## src/rtl/led_arbiter.sv

```systemverilog
// Round-robin time-sliced owner of the six status LEDs: SHOW a latched pattern, then GAP blank.
// Grant 1 cycle after req is sampled in IDLE; no backpressure, losers just wait for a later IDLE.
module led_arbiter #(
  parameter int TICK_DIV   = 50000,
  parameter int HOLD_TICKS = 200,
  parameter int GAP_TICKS  = 20
) (
  input  logic        clk,
  input  logic        rstn,
  input  logic [3:0]  req,
  input  logic [23:0] pat_in,
  output logic [3:0]  gnt,
  output logic        done,
  output logic        busy,
  output logic        led0,
  output logic        led1,
  output logic        led2,
  output logic        led3,
  output logic        led4,
  output logic        led5
);

  localparam int MAXT = (HOLD_TICKS > GAP_TICKS) ? HOLD_TICKS : GAP_TICKS;
  localparam int PW   = $clog2(TICK_DIV);
  localparam int CW   = (MAXT > 1) ? $clog2(MAXT) : 1;

  localparam logic [PW-1:0] PRE_LAST  = PW'(TICK_DIV - 1);
  localparam logic [CW-1:0] HOLD_LAST = CW'(HOLD_TICKS - 1);
  localparam logic [CW-1:0] GAP_LAST  = CW'(GAP_TICKS - 1);

  typedef enum logic [1:0] {
    IDLE = 2'd0,
    SHOW = 2'd1,
    GAP  = 2'd2
  } state_t;

  state_t        state_q, state_d;
  logic [PW-1:0] pre_q, pre_d;
  logic [CW-1:0] cnt_q, cnt_d;
  logic [1:0]    ptr_q, ptr_d;
  logic [5:0]    pat_q, pat_d;
  logic [3:0]    gnt_q, gnt_d;
  logic [5:0]    led_q, led_d;
  logic          done_q, done_d;
  logic          busy_q, busy_d;

  logic          tick;
  logic          win_vld;
  logic [1:0]    win_idx;

  assign tick = (pre_q == PRE_LAST);

  // Search pointer+1, +2, +3, +4 (mod 4) so the last winner comes last.
  always_comb begin
    logic [1:0] cand;
    win_vld = 1'b0;
    win_idx = ptr_q;
    cand    = ptr_q;
    for (int k = 1; k <= 4; k++) begin
      cand = ptr_q + 2'(k);
      if (!win_vld && req[cand]) begin
        win_vld = 1'b1;
        win_idx = cand;
      end
    end
  end

  always_comb begin
    state_d = state_q;
    pre_d   = tick ? '0 : pre_q + 1'b1;
    cnt_d   = cnt_q;
    ptr_d   = ptr_q;
    pat_d   = pat_q;

    case (state_q)
      IDLE: begin
        if (win_vld) begin
          state_d = SHOW;
          ptr_d   = win_idx;
          pat_d   = pat_in[win_idx*6 +: 6];
        end
      end
      SHOW: begin
        if (tick) cnt_d = cnt_q + 1'b1;
        if ((tick && cnt_q == HOLD_LAST) || !req[ptr_q]) state_d = GAP;
      end
      GAP: begin
        if (tick) cnt_d = cnt_q + 1'b1;
        if (tick && cnt_q == GAP_LAST) state_d = IDLE;
      end
      default: state_d = IDLE;
    endcase

    // Every state starts from a clean tick boundary.
    if (state_d != state_q) begin
      pre_d = '0;
      cnt_d = '0;
    end

    gnt_d  = (state_d == SHOW) ? (4'b0001 << ptr_d) : 4'b0000;
    led_d  = (state_d == SHOW) ? pat_d : 6'b000000;
    busy_d = (state_d != IDLE);
    done_d = (state_q == SHOW) && (state_d == GAP);
  end

  always_ff @(posedge clk or negedge rstn) begin
    if (!rstn) begin
      state_q <= IDLE;
      pre_q   <= '0;
      cnt_q   <= '0;
      ptr_q   <= 2'd3;
      pat_q   <= '0;
      gnt_q   <= '0;
      led_q   <= '0;
      done_q  <= 1'b0;
      busy_q  <= 1'b0;
    end else begin
      state_q <= state_d;
      pre_q   <= pre_d;
      cnt_q   <= cnt_d;
      ptr_q   <= ptr_d;
      pat_q   <= pat_d;
      gnt_q   <= gnt_d;
      led_q   <= led_d;
      done_q  <= done_d;
      busy_q  <= busy_d;
    end
  end

  assign gnt  = gnt_q;
  assign done = done_q;
  assign busy = busy_q;
  assign led0 = led_q[0];
  assign led1 = led_q[1];
  assign led2 = led_q[2];
  assign led3 = led_q[3];
  assign led4 = led_q[4];
  assign led5 = led_q[5];

endmodule
```

## config.mk

```make
export PLATFORM = sky130hd
export DESIGN_NAME = led_arbiter
export DESIGN_NICKNAME = d
export VERILOG_FILES = /design/src/rtl/led_arbiter.sv
export SDC_FILE = /design/constraint.sdc
export NUM_CORES = 1
export LEC_CHECK = 0
export BUFFER_PORTS_ARGS = -buffer_cell sky130_fd_sc_hd__buf_2
export CAP_MARGIN = 25
export CORE_AREA = 2 2 73 75
export CTS_CLUSTER_DIAMETER = 80
export CTS_CLUSTER_SIZE = 30
export DETAILED_ROUTE_END_ITERATION = 8
export DIE_AREA = 0 0 75 77
export HOLD_SLACK_MARGIN = 0.05
export PLACE_DENSITY = 0.77
export SYNTH_ARGS = -nofsm -noshare
export SYNTH_HDL_FRONTEND = slang
export SYNTH_SLANG_ARGS = --single-unit
```

## constraint.sdc

```tcl
create_clock -name clk -period 3 [get_ports clk]
set_input_delay 0.45 -clock clk [delete_from_list [all_inputs] [get_ports clk]]
set_output_delay 0.45 -clock clk [all_outputs]
set_load 0.02 [all_outputs]
```

==> summary.log <==
INFO  run_status     run_status=finished, final reports clean
INFO  flow_run       timing.max_cap.violations=0
INFO  cts            clock-root-buffer=sky130_fd_sc_hd__clkbuf_8
INFO  die            x_dimension_of_the_die=75µm
INFO  power_and_ir_drop post-layout-total-power=1.14mW
INFO  sta            finalClockSkew=0.00863ns
INFO  logic_synthesis number_of_enable_type_register_cells_in_the_synthesized_netlist=0
INFO  logic_synthesis synth.lib_cells_used.distinct=48
INFO  sta            post-route-period-util=82.2%
INFO  cts            cts_resized=0
INFO  sta            finalHoldViolCount=0
INFO  cts            post-cts-setup-buffer-count=0
INFO  global_routing initial_antenna_violation_count=0
INFO  cts            cts_max_path_buffers=2
INFO  final_layout   fin_util=64.8%
INFO  die            boundaryPins=42
INFO  logic_synthesis netlist_area=2770µm²
INFO  power_and_ir_drop power_leakage=1.47nW
INFO  logic_synthesis yosys_register_bits=46
INFO  worst_setup_path worst_setup_end_kind=flop
INFO  die            fp-row-count=26
INFO  place          gpl.final_weighted_congestion=0.814
INFO  cts            worst_skew_pair.late_latency=0.30ns
INFO  final_layout   antenna_cells_inserted=0
INFO  route          drt-wirelength-per-cell=15.9µm
INFO  route          post-route-drc-count=0
INFO  worst_setup_path crit_fanout=11
INFO  sta            rsz_0062_raised_after_global_routing=false
INFO  power_and_ir_drop peak_supply_drop=0.000213V
INFO  logic_synthesis synthesis.instances=269
INFO  cts            cts_num_sinks=46
INFO  global_routing top_usage_layer=met2
INFO  cts            tritoncts=built
INFO  route          routed_via_density=5.88
INFO  cts            htree_num_levels=2
INFO  worst_setup_path worst_ep_required_time=3.19ns
INFO  sta            report.final.slew_viol_count=0
INFO  logic_synthesis yosys.area.top_type_share=39.7%
INFO  logic_synthesis yosys-top-cells-count=44 x sky130_fd_sc_hd__dfrtp_1, 27 x sky130_fd_sc_hd__nand2_1, 19 x sky130_fd_sc_hd__nor4_2, 15 x sky130_fd_sc_hd__nor2_1
INFO  die            die_area=5780µm²
INFO  final_layout   multi_input_area=1530µm²
INFO  worst_setup_path crit_path_start_kind=flop
INFO  cts            tritoncts.num_buffers=5
INFO  global_routing groute.layer.met2.usage=38.0%
INFO  die            die_height=77µm
INFO  die            initial_core_utilization=55.7%
INFO  global_routing pin_count_of_the_biggest_net_entering_global_routing=47
INFO  place          port_buffers=41
INFO  sta            worst-slew-pin-transition=0.604ns
INFO  route          antenna_left=0
INFO  final_layout   num-nets-final=350
INFO  place          place.detailed.hpwl=4.36mm
INFO  sta            post-route-min-period=2.46ns
INFO  sta            timing.fmax=406MHz
INFO  worst_setup_path timing.setup.critical_path_class=flop to flop
INFO  route          dr_total_vias=2263
INFO  logic_synthesis synth_top_cells_by_area=sky130_fd_sc_hd__dfrtp_1 40%, sky130_fd_sc_hd__nor4_2 8.6%, sky130_fd_sc_hd__nor3_2 4.7%
INFO  sta            fin_setup_tns=0ns
INFO  global_routing global_route.usage.total=22.7%
INFO  logic_synthesis synth_seq_area_share=41.6%
INFO  final_layout   drive_gt1_share=32.1%
INFO  logic_synthesis mappedNetlistNets=305
INFO  logic_synthesis async_reset_ff_share=100%
INFO  final_layout   flow.area_growth_from_synthesis=16.3%
INFO  global_routing grt_first_pass_wirelength=10.3mm
INFO  sta            final-setup-viol-count=0
INFO  route          first_iter_violations=186
INFO  worst_setup_path worstPathArrival=2.65ns
INFO  logic_synthesis synth_warnings=0
INFO  sta            timing.slew.headroom=59.4%
INFO  logic_synthesis dominant_synthesized_flop_cell=sky130_fd_sc_hd__dfrtp_1
INFO  cts            path_clk_slew=0.09ns
INFO  route          drt_wl_total=6.12mm
INFO  logic_synthesis synth.most_common_cell=sky130_fd_sc_hd__dfrtp_1
INFO  worst_hold_path hold_path_class=input pin to flop
INFO  cts            post_cts_hold_buffer_count=0
INFO  global_routing grt_use_met3=3.94%
INFO  global_routing grt.overflow.total=0
INFO  power_and_ir_drop power_density=354nW/µm²
INFO  logic_synthesis synthesis.area_per_instance=10.3µm²
INFO  global_routing first_global_vias=2178
INFO  global_routing global_route.usage.met1=29.8%
INFO  final_layout   layout.area.seq=1150µm²
INFO  die            core=4980µm²
INFO  logic_synthesis synth.largest_area_cell=sky130_fd_sc_hd__dfrtp_1
INFO  final_layout   nFillCells=415
INFO  route          drt_pass1_iterations=4
-- where the power goes --
group / total, mW / internal [mW] / leakage [nW] / switching (mW)
registers: 0.620 / 0.620 / 0.558 / 0
logic: 0.0625 / 0.0282 / 0.864 / 0.0343
clock network: 0.460 / 0.249 / 0.0514 / 0.211
total: 1.14 / 0.896 / 1.47 / 0.246
-- final timing paths --
| kind | cells after the start | slack, ns | startpoint | endpoint |
|---|---|---|---|---|
| worst max-delay path | 6 | 0.54 | pre_q[10] | gnt[3] |
| worst min-delay path | 3 | 0.44 | pat_in[20] | pat_q[2] |
| worst max register to register | 6 | 0.54 | pre_q[10] | gnt[3] |
| worst min register to register | 1 | 0.50 | pre_q[0] | pre_q[0] |
| max in group asynchronous | 3 | 1.97 | rstn | ptr_q[0] |
| min in group asynchronous | 2 | 0.52 | rstn | cnt_q[5] |
-- metrics by stage --
stage / hold slack (ns) / setup slack, ns / cells / instance area [µm²]
2_1_floorplan: 0.154 / 0.645 / 269 / 2770
3_3_place_gp: 0.476 / 0.591 / 375 / 3090
3_5_place_dp: 0.487 / 0.551 / 375 / 3090
4_1_cts: 0.361 / 0.535 / 383 / 3200
5_1_grt: 0.464 / 0.330 / 385 / 3230
6_report: 0.441 / 0.535 / 385 / 3230
-- area by class of cell --
class | instances | area share (%)
clock buffer | 6 | 2.25
sequential | 46 | 35.8
clock inverter | 2 | 1.16
timing repair buffer | 52 | 9.78
multi-input combinational | 200 | 47.3
inverter | 9 | 1.05
tap | 70 | 2.72
-- sequential cells by signal, summed over array words and instances (netlist names) --
name / count
busy: 1
state_q: 2
pat_q: 6
done: 1
cnt_q: 8
led_q: 6
ptr_q: 2
gnt: 4
pre_q: 16
-- per-layer routing --
layer  vias up  share of wire, %
met4         0               1.6
met5         -                 0
met1      1110                45
li1       1093                 -
met3         9               3.5
met2        51                50
-- kinds of logic after synthesis --
kind of cell | synth area share (%)
buf+inv | 3.97
compound gates | 9.48
simple gates | 34.1
flops | 41.6
xor+xnor | 6.63
mux | 1.53
fa+ha+maj | 2.71
-- cell usage in the layout, fill, tap and decap left out, types with 6 or more instances in the layout --
master / synthesis / final
sky130_fd_sc_hd__a211oi_1: 7 / 6
sky130_fd_sc_hd__a21boi_0: 6 / 6
sky130_fd_sc_hd__and3_1: 13 / 13
sky130_fd_sc_hd__buf_2: 4 / 41
sky130_fd_sc_hd__buf_4: 1 / 8
sky130_fd_sc_hd__dfrtp_1: 44 / 44
sky130_fd_sc_hd__ha_1: 6 / 6
sky130_fd_sc_hd__inv_1: 9 / 9
sky130_fd_sc_hd__nand2_1: 27 / 27
sky130_fd_sc_hd__nand3_1: 7 / 7
sky130_fd_sc_hd__nand4_1: 6 / 6
sky130_fd_sc_hd__nor2_1: 15 / 15
sky130_fd_sc_hd__nor3_1: 8 / 7
sky130_fd_sc_hd__nor3_2: 13 / 13
sky130_fd_sc_hd__nor4_1: 7 / 7
sky130_fd_sc_hd__nor4_2: 19 / 19
sky130_fd_sc_hd__o32ai_1: 6 / 6
sky130_fd_sc_hd__xnor2_1: 11 / 11
sky130_fd_sc_hd__xor2_1: 10 / 10
-- critical path, stage by stage (launching register included) --
cell and delay (ns):
sky130_fd_sc_hd__dfrtp_1 0.44, sky130_fd_sc_hd__or4b_4 0.57, sky130_fd_sc_hd__or4_4 0.53, sky130_fd_sc_hd__o21ai_1 0.21
sky130_fd_sc_hd__a211oi_2 0.09, sky130_fd_sc_hd__buf_4 0.21, sky130_fd_sc_hd__nor4b_1 0.29
(Power assumes the default switching activity.)
